**src/rtl/pueo_uram_pkg.sv**
```systemverilog
// Shared definitions for the URAM readout scheduler: default address width,
// scheduler state encoding and the start-address wrap helper.
// No ports; imported by pueo_uram_readout_sched.
package pueo_uram_pkg;

  localparam int ADDRLEN_DEFAULT = 14;

  typedef enum logic [1:0] {
    IDLE  = 2'd0,
    ISSUE = 2'd1,
    WAIT  = 2'd2
  } sched_state_t;

  // (wr - pre) modulo 2^alen. Operands arrive zero-extended to 32 bits, so
  // the plain subtraction followed by masking gives the circular-buffer wrap.
  function automatic logic [31:0] start_addr(input logic [31:0] wr,
                                             input logic [31:0] pre,
                                             input int          alen);
    logic [31:0] mask;
    mask = (alen >= 32) ? 32'hFFFF_FFFF : ((32'd1 << alen) - 32'd1);
    return (wr - pre) & mask;
  endfunction

endpackage

```
**src/rtl/pueo_trig_fifo.sv**
```systemverilog
// Small register-based FIFO holding pending readout start addresses.
// Ports: clk/rst (async active-high), push/push_data, pop/pop_data (head,
// combinational), full, empty, count (registered occupancy).
module pueo_trig_fifo #(
  parameter int DEPTH = 4,
  parameter int WIDTH = 14
) (
  input  logic                     clk,
  input  logic                     rst,
  input  logic                     push,
  input  logic [WIDTH-1:0]         push_data,
  input  logic                     pop,
  output logic [WIDTH-1:0]         pop_data,
  output logic                     full,
  output logic                     empty,
  output logic [$clog2(DEPTH):0]   count
);

  localparam int PW = $clog2(DEPTH);
  localparam logic [PW:0] FULL_CNT = (PW+1)'(DEPTH);

  logic [WIDTH-1:0] mem [DEPTH];
  logic [PW-1:0]    wr_ptr;
  logic [PW-1:0]    rd_ptr;
  logic             do_push;
  logic             do_pop;

  assign full     = (count == FULL_CNT);
  assign empty    = (count == '0);
  assign pop_data = mem[rd_ptr];
  assign do_pop   = pop && !empty;
  // A push into a full FIFO is allowed when the head leaves in the same cycle.
  assign do_push  = push && (!full || do_pop);

  // DEPTH is a power of two, so the pointers wrap by natural overflow.
  always_ff @(posedge clk or posedge rst) begin
    if (rst) begin
      wr_ptr <= '0;
      rd_ptr <= '0;
      count  <= '0;
      for (int i = 0; i < DEPTH; i++) mem[i] <= '0;
    end else begin
      if (do_push) begin
        mem[wr_ptr] <= push_data;
        wr_ptr      <= wr_ptr + 1'b1;
      end
      if (do_pop) rd_ptr <= rd_ptr + 1'b1;
      case ({do_push, do_pop})
        2'b10:   count <= count + 1'b1;
        2'b01:   count <= count - 1'b1;
        default: ;
      endcase
    end
  end

endmodule

```
**src/rtl/pueo_uram_readout_sched.sv**
```systemverilog
// Readout scheduler: turns trigger pulses into wrapped buffer start addresses,
// queues them and hands one at a time to all NCHAN buffers in lockstep,
// waiting for every buffer's done (or a timeout) before the next readout.
// Ports: memclk/memclk_rst_i, enable_i/clear_i/trig_i, write_addr_i/pretrig_i,
// m_axis_* (start address stream), done_i, busy_o/pending_o/overflow_o/timeout_o.
module pueo_uram_readout_sched
  import pueo_uram_pkg::*;
#(
  parameter int ADDRLEN  = ADDRLEN_DEFAULT,
  parameter int ADDRBITS = 16,
  parameter int NCHAN    = 8,
  parameter int QDEPTH   = 4,
  parameter int TIMEOUT  = 4096
) (
  input  logic                      memclk,
  input  logic                      memclk_rst_i,
  input  logic                      enable_i,
  input  logic                      clear_i,
  input  logic                      trig_i,
  input  logic [ADDRLEN-1:0]        write_addr_i,
  input  logic [ADDRLEN-1:0]        pretrig_i,
  output logic [ADDRBITS-1:0]       m_axis_tdata,
  output logic                      m_axis_tvalid,
  input  logic [NCHAN-1:0]          m_axis_tready,
  input  logic [NCHAN-1:0]          done_i,
  output logic                      busy_o,
  output logic [$clog2(QDEPTH):0]   pending_o,
  output logic                      overflow_o,
  output logic                      timeout_o
);

  localparam int              TW       = $clog2(TIMEOUT + 1);
  localparam logic [NCHAN-1:0] ALL_ONES = '1;
  localparam logic [TW-1:0]   TMO_LAST = TW'(TIMEOUT - 1);

  sched_state_t       state;
  sched_state_t       state_nxt;
  logic [ADDRLEN-1:0] addr_q;
  logic [ADDRLEN-1:0] trig_addr;
  logic [ADDRLEN-1:0] head_addr;
  logic [NCHAN-1:0]   ready_mask;
  logic [NCHAN-1:0]   done_mask;
  logic [TW-1:0]      tmo_cnt;
  logic               fifo_push;
  logic               fifo_pop;
  logic               fifo_full;
  logic               fifo_empty;
  logic               issue_done;
  logic               wait_done;
  logic               tmo_hit;
  logic               tmo_evt;
  logic               drop_evt;

  assign trig_addr = ADDRLEN'(start_addr(32'(write_addr_i), 32'(pretrig_i), ADDRLEN));

  // Including this cycle's inputs lets a buffer's single-cycle pulse finish
  // the phase on the same edge that records it.
  assign issue_done = ((ready_mask | m_axis_tready) == ALL_ONES);
  assign wait_done  = ((done_mask | done_i) == ALL_ONES);
  assign tmo_hit    = (tmo_cnt == TMO_LAST);

  assign fifo_pop  = (state == IDLE) && !fifo_empty;
  assign fifo_push = trig_i && enable_i;
  assign drop_evt  = fifo_push && fifo_full && !fifo_pop;

  // In ISSUE the timeout wins over acceptance; in WAIT a completion arriving
  // on the final cycle wins over the abort.
  assign tmo_evt = tmo_hit && ((state == ISSUE) || ((state == WAIT) && !wait_done));

  pueo_trig_fifo #(
    .DEPTH (QDEPTH),
    .WIDTH (ADDRLEN)
  ) u_fifo (
    .clk       (memclk),
    .rst       (memclk_rst_i),
    .push      (fifo_push),
    .push_data (trig_addr),
    .pop       (fifo_pop),
    .pop_data  (head_addr),
    .full      (fifo_full),
    .empty     (fifo_empty),
    .count     (pending_o)
  );

  // State register
  always_ff @(posedge memclk or posedge memclk_rst_i) begin
    if (memclk_rst_i) state <= IDLE;
    else              state <= state_nxt;
  end

  // Next-state logic
  always_comb begin
    state_nxt = state;
    case (state)
      IDLE:    if (fifo_pop) state_nxt = ISSUE;
      ISSUE: begin
        if (tmo_hit)         state_nxt = IDLE;
        else if (issue_done) state_nxt = WAIT;
      end
      WAIT:    if (wait_done || tmo_hit) state_nxt = IDLE;
      default: state_nxt = IDLE;
    endcase
  end

  // Outputs
  always_comb begin
    m_axis_tvalid = (state == ISSUE);
    busy_o        = (state != IDLE);
    m_axis_tdata  = (state == ISSUE) ? ADDRBITS'(addr_q) : '0;
  end

  // Readout datapath: current address, acceptance/completion masks, timeout
  // counter and the sticky status flags.
  always_ff @(posedge memclk or posedge memclk_rst_i) begin
    if (memclk_rst_i) begin
      addr_q     <= '0;
      ready_mask <= '0;
      done_mask  <= '0;
      tmo_cnt    <= '0;
      overflow_o <= 1'b0;
      timeout_o  <= 1'b0;
    end else begin
      if (fifo_pop) begin
        addr_q     <= head_addr;
        ready_mask <= '0;
        done_mask  <= '0;
        tmo_cnt    <= '0;
      end else if (state == ISSUE) begin
        ready_mask <= ready_mask | m_axis_tready;
        done_mask  <= done_mask | done_i;
        tmo_cnt    <= tmo_cnt + 1'b1;
      end else if (state == WAIT) begin
        done_mask  <= done_mask | done_i;
        tmo_cnt    <= tmo_cnt + 1'b1;
      end

      if (drop_evt)     overflow_o <= 1'b1;
      else if (clear_i) overflow_o <= 1'b0;

      if (tmo_evt)      timeout_o  <= 1'b1;
      else if (clear_i) timeout_o  <= 1'b0;
    end
  end

endmodule
```
**config.mk**
```make
export PLATFORM = sky130hd
export DESIGN_NAME = pueo_uram_readout_sched
export DESIGN_NICKNAME = d
export VERILOG_FILES = /design/src/rtl/pueo_uram_pkg.sv /design/src/rtl/pueo_trig_fifo.sv /design/src/rtl/pueo_uram_readout_sched.sv
export SDC_FILE = /design/constraint.sdc
export NUM_CORES = 1
export LEC_CHECK = 0
export ABC_CLOCK_PERIOD_IN_PS = 7300
export CAP_MARGIN = 10
export CORE_ASPECT_RATIO = 0.7
export CORE_MARGIN = 5
export CORE_UTILIZATION = 40
export DETAILED_ROUTE_END_ITERATION = 12
export HOLD_SLACK_MARGIN = 0.08
export SYNTH_ARGS = -nofsm -noshare
export SYNTH_HDL_FRONTEND = slang
export SYNTH_HIERARCHICAL = 1
export SYNTH_SLANG_ARGS = --single-unit
```
**constraint.sdc**
```tcl
create_clock -name memclk -period 7.3 [get_ports memclk]
set_input_delay 1.46 -clock memclk [delete_from_list [all_inputs] [get_ports memclk]]
set_output_delay 1.46 -clock memclk [all_outputs]
set_load 0.03 [all_outputs]
```
==> impl_results.md, run 1 <==
* Status: finished, final reports clean
* Post-CTS setup buffer count at 0
* CTS buffer count at 9
* Vias per inst at 5.06
* Top_reg_cell synth: dfrtp_1
* Clock sinks at 110
* Hold-critical path depth at 2
* First-pass GRT wire length at 20.2 mm
* Worst Skew at 0.00656 ns
* Residual DRC at 0
* PortBufs at 69
* ANT nets after route at 0
* Post_cts resized at 0
* DR WL/cell at 15.9 microns
* Cells after synthesis at 490
* CP Capture Type: register
* Worst reg2reg path depth at 11
* Area grow syn2layout at 21.3%
* Peak VDD IR at 0.000204 V
* Post-synth EDFFs at 0
* Startpoint Class: input port
* Slowest cell on crit path: clkdlybuf4s50_1
* DR iter-0 viols at 178
* Drt total wl at 11.9 mm
* Setup TNS at 0 ns
* Max Cap Viol at 0
* Sequential fraction of the synthesis area at 0.491
* Initial Utilization at 0.405
* # hold bufs at CTS at 0
* Largest net degree at the start of global routing at 64
* Ratio of final minimum period to clock period at 0.511
* Count of cell types in the netlist at 52
* 1st-pass router iterations at 4
* Core footprint at 13800 sq um
* Root Buffer: clkbuf_16
* ANT cells at 0
* Number of synthesized register bits at 110
* Pre-CTS setup slack at 3.29 ns
* IO Count at 72
* Ys Warns at 6
* Clk Latency, worst-skew pair at 0.34 ns
* Fin util at 0.491
* Die Wd at 151 microns
* CTS tree: yes
* Setup violators final at 0
* Worst setup path start: pretrig_i[0]
* Max Fclk at 268 MHz
* Die height at 109 microns
* Tot Pwr at 2.77 mW
* Max-slew headroom at 0.331
* Crit path time final at 3.73 ns
* Worst Path Arrival at 3.95 ns
* Syn_area_per_cell at 11.4 sq um
* R2r endpoint: u_fifo/count[2]$_DFFE_PP0P_
* Worst Path Max Fanout at 4
* Slowest stage delay, CP at 0.47 ns
* RSZ-0062 raised after global routing: false
* Gpl congestion at 0.764
* Die ar. at 16500 sq um
* Buf+Inv Stages, Crit Path at 2
* Worst EP required at 7.52 ns
* Worst Hold Class: register to register
* Reg2reg setup slack at 4.29 ns
* Final worst slack at 3.57 ns
* Worst R2R Start: u_fifo/count[0]$_DFFE_PP0P_
* Gr ovfl total at 0
* HPWL after detailed placement at 8.46 mm
* CP Class: input port to register
* PwrDens at 408 nW/um^2
* Via count at 3800
* Nets at 626
* LEAKAGE at 2.99 nW
* Worst-Margin Slew at 1.00 ns
* Initial antenna violation count at 0
* Syn Std Cell Area at 5600 sq um
* Clock slew at the register clock pins of the worst setup and hold paths at 0.07 ns
* Htree depth at 3
* Cells along the critical path: clkdlybuf4s50_1 -> ha_1 -> inv_1 -> fa_1 -> a21o_1 -> a31oi_1 -> o21ai_0 -> a21boi_0 -> xnor2_1 -> mux2_2
* End of the worst hold path: addr_q[4]$_DFFE_PP0P_
* Site Rows at 36
* Total Routing Usage GR at 0.156
* Fraction of layout cells with a size suffix above 1 at 0.185
* Clock Tree Buf Depth at 2
* Post-synthesis async set-or-reset flop share at 1.00
* Largest delay share family, worst path: compound AO/OA/AOI/OAI gates
* Pins Over Slew Limit at 0
* Final Hold Fails at 0
* Via count of the first global-routing pass at 4035
* HP Start: addr_q[4]$_DFFE_PP0P_
[stage by stage]
| stage | std cells | hold slack [ns] | instance area (sq um) |
|---|---|---|---|
| 6_report | 751 | 0.469 | 6790 |
| 5_1_grt | 751 | 0.487 | 6790 |
| 4_1_cts | 751 | 0.472 | 6790 |
| 3_5_place_dp | 735 | 0.455 | 6450 |
| 3_3_place_gp | 735 | 0.452 | 6450 |
| 2_1_floorplan | 491 | 0.437 | 5610 |
[kinds of logic (layout without fill, tap and decap cells)]
family          count (synthesis)  in the layout  share of synthesized area
simple gates                  142            142                      0.118
compound gates                 67             67                     0.0793
other cells                     1              2                   0.000669
flops                         110            110                      0.491
xor+xnor                       26             26                     0.0420
fa+ha+maj                      21             21                     0.0496
mux                            74             74                      0.176
buf+inv                        49            119                     0.0427
[cells in the mapped netlist (3+ instances only)]
| cell | number | area share |
|---|---|---|
| dfrtp_1 | 110 | 0.49 |
| and2_1 | 17 | 0.019 |
| mux4_2 | 14 | 0.056 |
| a21o_1 | 5 | 0.0067 |
| xnor2_1 | 15 | 0.023 |
| mux2_2 | 58 | 0.12 |
| and3_1 | 3 | 0.0034 |
| nor2_1 | 36 | 0.024 |
| nand2_1 | 57 | 0.038 |
| ha_1 | 19 | 0.042 |
| nand3_1 | 10 | 0.0089 |
| clkbuf_1 | 11 | 0.0074 |
| a21oi_1 | 26 | 0.023 |
| buf_6 | 4 | 0.0080 |
| o21ai_0 | 6 | 0.0054 |
| nor3_1 | 5 | 0.0045 |
| a31oi_1 | 3 | 0.0034 |
| xor2_1 | 10 | 0.016 |
| inv_1 | 27 | 0.018 |
| o22ai_1 | 8 | 0.0089 |
[state kept, by name (all words and copies together) (netlist names)]
register / flops
u_fifo/mem: 56
addr_q: 14
tmo_cnt: 13
done_mask: 8
ready_mask: 8
u_fifo/count: 3
state: 2
u_fifo/rd_ptr: 2
u_fifo/wr_ptr: 2
overflow_o: 1
timeout_o: 1
[placed cells by master (no fill, tap or decap), drive strengths merged, types with 3 or more instances in the layout]
cell and instances:
clkdlybuf4s50 69, a21oi 26, and3 3, inv 26
o21ai 6, o211ai 3, a31oi 3, nand3 10
xor2 11, clkinv 5, nor3 5, nand2 57
a21o 5, mux4 14, nor2 36, dfrtp 110
mux2 58, bufinv 3, xnor2 15, and2 17
o22ai 8, clkbuf 9, ha 19, buf 6
[worst max path at each step]
stage / endpoint / depth (start not counted)
6_report: u_fifo/mem[52]$_DFFE_PP0P_ / 10
5_1_grt: u_fifo/mem[52]$_DFFE_PP0P_ / 10
4_1_cts: u_fifo/mem[52]$_DFFE_PP0P_ / 10
3_5_place_dp: u_fifo/mem[52]$_DFFE_PP0P_ / 10
3_3_place_gp: u_fifo/mem[10]$_DFFE_PP0P_ / 11
2_1_floorplan: u_fifo/mem[10]$_DFFE_PP0P_ / 10
[layout make-up]
type / count / area, sq um
well taps: 190 / 238
fillers: 1291 / 7040
inverters: 28 / 110
clock inverters: 7 / 113
flip-flops and latches: 110 / 2750
multi-input cells: 332 / 2620
clock buffers: 9 / 225
repair buffers: 75 / 736
[worst reg2reg max path, cell delays in order (launching register included)]
cell,delay (ns)
dfrtp_1,0.47
nor3_1,0.23
or3_1,0.20
clkinv_4,0.28
nor4b_4,0.45
nand2b_1,0.24
ha_1,0.21
inv_1,0.06
fa_1,0.38
xor2_1,0.15
nor2_1,0.11
xor2_1,0.15
[where the power goes]
part	internal, mW	total (mW)	switching, mW
logic	0.572	1.13	0.562
registers	0.887	1.09	0.202
clock network	0.333	0.548	0.215
total	1.79	2.77	0.978
[per-layer routing]
| layer | vias up | share of wire | GRT usage |
|---|---|---|---|
| met1 | 1908 | 0.50 | 0.223 |
| met5 | - | 0 | 0 |
| met3 | 11 | 0.031 | 0.0366 |
| met2 | 46 | 0.46 | 0.242 |
| met4 | 0 | 0.0091 | 0.0395 |
| li1 | 1835 | - | - |
Note: power is estimated with default switching activity, not from simulation.
==> inputs of run 2 (changes only) <==
Settings changed: ABC_CLOCK_PERIOD_IN_PS 7300 to 3120.
Clock period 7.3 ns to 3.12 ns, I/O delays scaled along.
==> run 2 against run 1 <==
Clock power up 86%. Combinational power up 150%. Cell count up 0.93%. First-iteration DRC count up 28%. Register-to-register slack worse by 3.8 ns. Worst setup slack worse by 3.4 ns. Clock skew up 0.00063 ns. Sequential cell count unchanged. Die area unchanged. Power up 130%. Worst hold slack worse by 0.0035 ns. Critical endpoint is now m_axis_tdata[5]. Largest cell class unchanged. Highest routed layer unchanged.
==> impl_results.md, run 2 (synthesis gave the netlist of run 1 again) <==
* Fraction of layout cells with a size suffix above 1 at 0.188
* Switching power at 2.29 mW
* Register Area at 2750 sq um
* Die Wd at 151 microns
* GR Layer Usage met3 at 0.0403
* Clock sinks at 110
* Worst Skew at 0.00719 ns
* Setup TNS at 0 ns
* Post-CTS setup buffer count at 0
* Seq pwr share at 0.396
* Crit path time final at 2.90 ns
* Clock Tree Buf Depth at 2
* R2r endpoint: u_fifo/count[2]$_DFFE_PP0P_
* Root Buffer: clkbuf_16
* Logic pwr share at 0.442
* ANT nets after route at 0
* DR WL/cell at 16.0 microns
* Via count of the first global-routing pass at 4077
* # hold bufs at CTS at 0
* Final Hold Fails at 0
* GR Layer Usage met2 at 0.255
* Worst Path Max Fanout at 18
* Max Fclk at 345 MHz
* Largest net degree at the start of global routing at 48
* HPWL after detailed placement at 8.93 mm
* CP Class: register to output pin
* End of the worst hold path: addr_q[2]$_DFFE_PP0P_
* Ratio of final minimum period to clock period at 0.930
* LEAKAGE at 3.00 nW
* Pins Over Slew Limit at 0
* Largest register by flop count: u_fifo/mem
* HP Start: addr_q[2]$_DFFE_PP0P_
* Clk Latency, worst-skew pair at 0.34 ns
* Worst-Margin Slew at 0.718 ns
* Post_cts resized at 0
* PortBufs at 69
* Global route hottest layer: met2
* Switching Fraction at 0.363
* Die height at 109 microns
* Commonest non-fill, non-tap cells in the layout: dfrtp_1 (110), clkdlybuf4s50_1 (69), mux2_2 (58), nand2_1 (57), nor2_1 (36)
* Worst Path Arrival at 2.28 ns
* Status: finished, final reports clean
* Vias per inst at 5.06
* Htree depth at 3
* Pre-CTS setup slack at -0.0485 ns
* CTS tree: yes
* RSZ-0062 raised after global routing: false
* Top Registers: u_fifo/mem: 56 flops, addr_q: 14 flops, tmo_cnt: 13 flops
* Clock group share of total power at 0.162
* Drt total wl at 12.1 mm
* Worst Hold Class: register to register
* Worst EP required at 2.50 ns
* CTS buffer count at 9
* Peak VDD IR at 0.000384 V
* First-pass GRT wire length at 20.2 mm
* Setup violators final at 0
* Worst R2R Start: u_fifo/count[0]$_DFFE_PP0P_
* Total Routing Usage GR at 0.157
* Commonest non-fill, non-tap cell in the layout: dfrtp_1
* Clock slew at the register clock pins of the worst setup and hold paths at 0.06 ns
* Final worst slack at 0.220 ns
* Nets at 635
* Site Rows at 36
* Area grow syn2layout at 20.9%
* Startpoint Class: register
* 1st-pass router iterations at 4
* # fillers at 1271
* Gpl congestion at 0.735
* PwrDens at 931 nW/um^2
* Gr ovfl total at 0
* Max-slew headroom at 0.517
* DR iter-0 viols at 228
* ANT cells at 0
* Die ar. at 16500 sq um
* Residual DRC at 0
* Reg2reg setup slack at 0.50 ns
* Met1 Track Usage GR at 0.214
* Initial Utilization at 0.405
* CP Capture Type: output pin
* Multi-input gate area at 2610 sq um
* Hold-critical path depth at 2
* Core footprint at 13800 sq um
* IO Count at 72
* Int Pwr at 4.02 mW
* Via count at 3838
* Worst reg2reg path depth at 11
* Max Cap Viol at 0
* Largest register FFs at 56
* Initial antenna violation count at 0
[run 2: changes by cell type in the layout (fill, tap and decap cells not counted), sizes merged]
cell / previous run / this run
clkbuf: 9 / 12
clkinvlp: 1 / 0
clkinv: 5 / 4
buf: 6 / 15
bufinv: 3 / 0
[run 2: worst max-delay path, stage by stage (launching register included)]
cell and delay [ns]:
dfrtp_1 0.44, inv_1 0.11, nor2_1 0.26, buf_4 0.28
and2_1 0.18, clkdlybuf4s50_1 0.67
[run 2: layout make-up]
cell class | count | share of cell area
Clock inverter | 2 | 0.00148
Timing Repair Buffer | 84 | 0.119
Tap cell | 190 | 0.0351
Multi-Input combinational cell | 332 | 0.386
Inverter | 28 | 0.0163
Clock buffer | 12 | 0.0364
Sequential cell | 110 | 0.406
[run 2: layer usage]
| layer | routed length, microns | part of all wire |
|---|---|---|
| met5 | 0 | 0 |
| met4 | 131 | 0.011 |
| met3 | 479 | 0.040 |
| met2 | 5780 | 0.48 |
| met1 | 5710 | 0.47 |
[run 2: worst max-delay path by stage]
stage,from,to,slack (ns),cells after the start
after floorplan,u_fifo/count[0]$_DFFE_PP0P_,u_fifo/count[2]$_DFFE_PP0P_,0.25,12
after global placement,pretrig_i[0],u_fifo/mem[52]$_DFFE_PP0P_,0.02,10
after detailed placement,write_addr_i[0],u_fifo/mem[52]$_DFFE_PP0P_,-0.05,11
after CTS,state[0]$_DFFE_PP0P_,m_axis_tdata[5],0.17,5
after global routing,state[0]$_DFFE_PP0P_,m_axis_tdata[5],0.03,5
final,state[0]$_DFFE_PP0P_,m_axis_tdata[5],0.22,5
[run 2: power groups by stage]
stage                     clock, mW  combinational [mW]  sequential, mW
after floorplan                   0                2.06            2.41
after global placement            0                2.74            2.48
after detailed placement          0                2.82            2.53
after CTS                      1.05                2.83            2.51
after global routing           1.11                3.08            2.59
final                          1.02                2.78            2.50
[run 2: through the flow]
stage                util  cell area (sq um)  instances  power [mW]  hold slack (ns)
finish              0.490               6770        758        6.31            0.465
global route        0.490               6770        758        6.78            0.504
detailed placement  0.471               6520        744        5.35            0.456
floorplan               -               5610        491        4.47            0.437
CTS                 0.490               6770        758        6.39            0.473
global placement    0.471               6520        744        5.22            0.452
==> inputs of run 3 (changes only) <==
Settings changed: PLACE_DENSITY_LB_ADDON set to 0.08.
==> run 3 against run 2 <==
Cell count unchanged. Maximum frequency up 2.8%. Clock-buffer cell count unchanged. Global-route usage down 0.42 points. Register-to-register slack worse by 0.09 ns. Sequential cell count unchanged. Sequential share of layout area down 0.42 points.
==> impl_results.md, run 3 (synthesis gave the netlist of run 1 again) <==
* Status: finished, final reports clean
* Clock sinks at 110
* Root Buffer: clkbuf_16
* Htree depth at 3
* Worst setup path start: pretrig_i[0]
* Clock Tree Buf Depth at 2
* Worst reg2reg path depth at 11
* Hold-critical path depth at 2
* Ratio of final minimum period to clock period at 0.904
* IO Count at 72
* Drt total wl at 11.8 mm
* CTS buffer count at 9
* Die height at 109 microns
* Worst Hold Class: register to register
* Nets at 633
* Area grow syn2layout at 22.2%
* DR WL/cell at 15.6 microns
* Post_cts resized at 0
* Final worst slack at 0.300 ns
* # hold bufs at CTS at 0
* First-pass GRT wire length at 19.8 mm
* Top Registers: u_fifo/mem: 56 flops, addr_q: 14 flops, tmo_cnt: 13 flops
* Met2 WL post-DR at 5.44 mm
* PortBufs at 69
* Max Cap Viol at 0
* CP Class: input port to register
* Residual DRC at 0
* Max Fclk at 355 MHz
* End of the worst hold path: addr_q[0]$_DFFE_PP0P_
* Reg2reg setup slack at 0.41 ns
* Commonest non-fill, non-tap cells in the layout: dfrtp_1 (110), clkdlybuf4s50_1 (65), mux2_2 (58), nand2_1 (57), nor2_1 (36)
* Die Wd at 151 microns
* Largest register FFs at 56
* Total Routing Usage GR at 0.153
* Peak VDD IR at 0.000573 V
* Metal3 WL at 449 microns
* Final std cells w/o fill at 758
* Largest net degree at the start of global routing at 45
* CTS tree: yes
* Top routing layer used: met4
* Crit path time final at 2.82 ns
* Largest register by flop count: u_fifo/mem
* ANT cells at 0
* Vias per inst at 4.98
* DR iter-0 viols at 167
* Pins Over Slew Limit at 0
* Clk Latency, worst-skew pair at 0.34 ns
* Initial Utilization at 0.405
* Startpoint Class: input port
* Worst R2R Start: u_fifo/count[0]$_DFFE_PP0P_
* 1st-pass router iterations at 4
* Post-Place Cells at 742
* Site Rows at 36
* HPWL after detailed placement at 8.51 mm
* Via count at 3772
* RSZ-0062 raised after global routing: false
* CP Capture Type: register
* M1 wire length at 5.82 mm
* Gpl congestion at 0.715
* Max-slew headroom at 0.437
* Final Hold Fails at 0
* Post-CTS setup buffer count at 0
* Core footprint at 13800 sq um
* ANT nets after route at 0
* Commonest non-fill, non-tap cell in the layout: dfrtp_1
* Die ar. at 16500 sq um
* HP Start: addr_q[0]$_DFFE_PP0P_
* R2r endpoint: u_fifo/count[2]$_DFFE_PP0P_
* Via count of the first global-routing pass at 3915
* LEAKAGE at 3.03 nW
* Worst EP required at 3.35 ns
* PwrDens at 939 nW/um^2
* Worst Path Arrival at 3.05 ns
* Initial antenna violation count at 0
* Worst-Margin Slew at 0.837 ns
* Fraction of layout cells with a size suffix above 1 at 0.195
* Pre-CTS setup slack at -0.0236 ns
* Clock slew at the register clock pins of the worst setup and hold paths at 0.07 ns
* Gr ovfl total at 0
* Worst Skew at 0.00912 ns
* Setup violators final at 0
* Worst Path Max Fanout at 4
[run 3: power by group]
group | switching, mW | internal (mW) | total [mW]
clock network | 0.497 | 0.650 | 1.15
registers | 0.418 | 2.08 | 2.50
logic | 1.39 | 1.40 | 2.78
[run 3: area by class of cell]
| cell class | count | area (sq um) |
|---|---|---|
| Inverter | 28 | 110 |
| Timing Repair Buffer | 82 | 828 |
| Tap cell | 190 | 238 |
| Clock inverter | 4 | 55.1 |
| Fill cell | 1275 | 6980 |
| Clock buffer | 12 | 246 |
| Multi-Input combinational cell | 332 | 2610 |
| Sequential cell | 110 | 2750 |
[run 3: worst max-delay path by stage]
stage                                        endpoint  slack, ns  cells past startpoint
after floorplan           u_fifo/count[2]$_DFFE_PP0P_       0.25                     12
after CTS                  u_fifo/mem[40]$_DFFE_PP0P_       0.32                     11
after global placement     u_fifo/mem[24]$_DFFE_PP0P_       0.02                     10
final                      u_fifo/mem[54]$_DFFE_PP0P_       0.30                     10
after global routing       u_fifo/mem[40]$_DFFE_PP0P_        0.1                     11
after detailed placement   u_fifo/mem[52]$_DFFE_PP0P_      -0.02                     10
[run 3: critical path, stage by stage]
cell and delay (ns):
clkdlybuf4s50_1 0.46, ha_1 0.16, inv_1 0.05, fa_1 0.38, a21o_1 0.23, a31oi_1 0.24, o21ai_0 0.22, a31oi_1 0.25
xnor2_1 0.15, mux2_2 0.29
[run 3: layer usage]
layer	global-route usage	vias to the layer above
met5	0	-
met4	0.0291	0
met3	0.0349	9
met2	0.242	56
met1	0.219	1869
li1	-	1838
[run 3: stage by stage]
stage	power, mW	utilization	hold WS, ns	area (sq um)	setup TNS, ns
after floorplan	4.47	-	0.437	5610	0
after global placement	5.25	0.473	0.453	6540	0
after detailed placement	5.36	0.473	0.457	6540	-0.176
after CTS	6.52	0.495	0.474	6840	0
after global routing	6.93	0.495	0.507	6840	0
final	6.43	0.495	0.469	6840	0
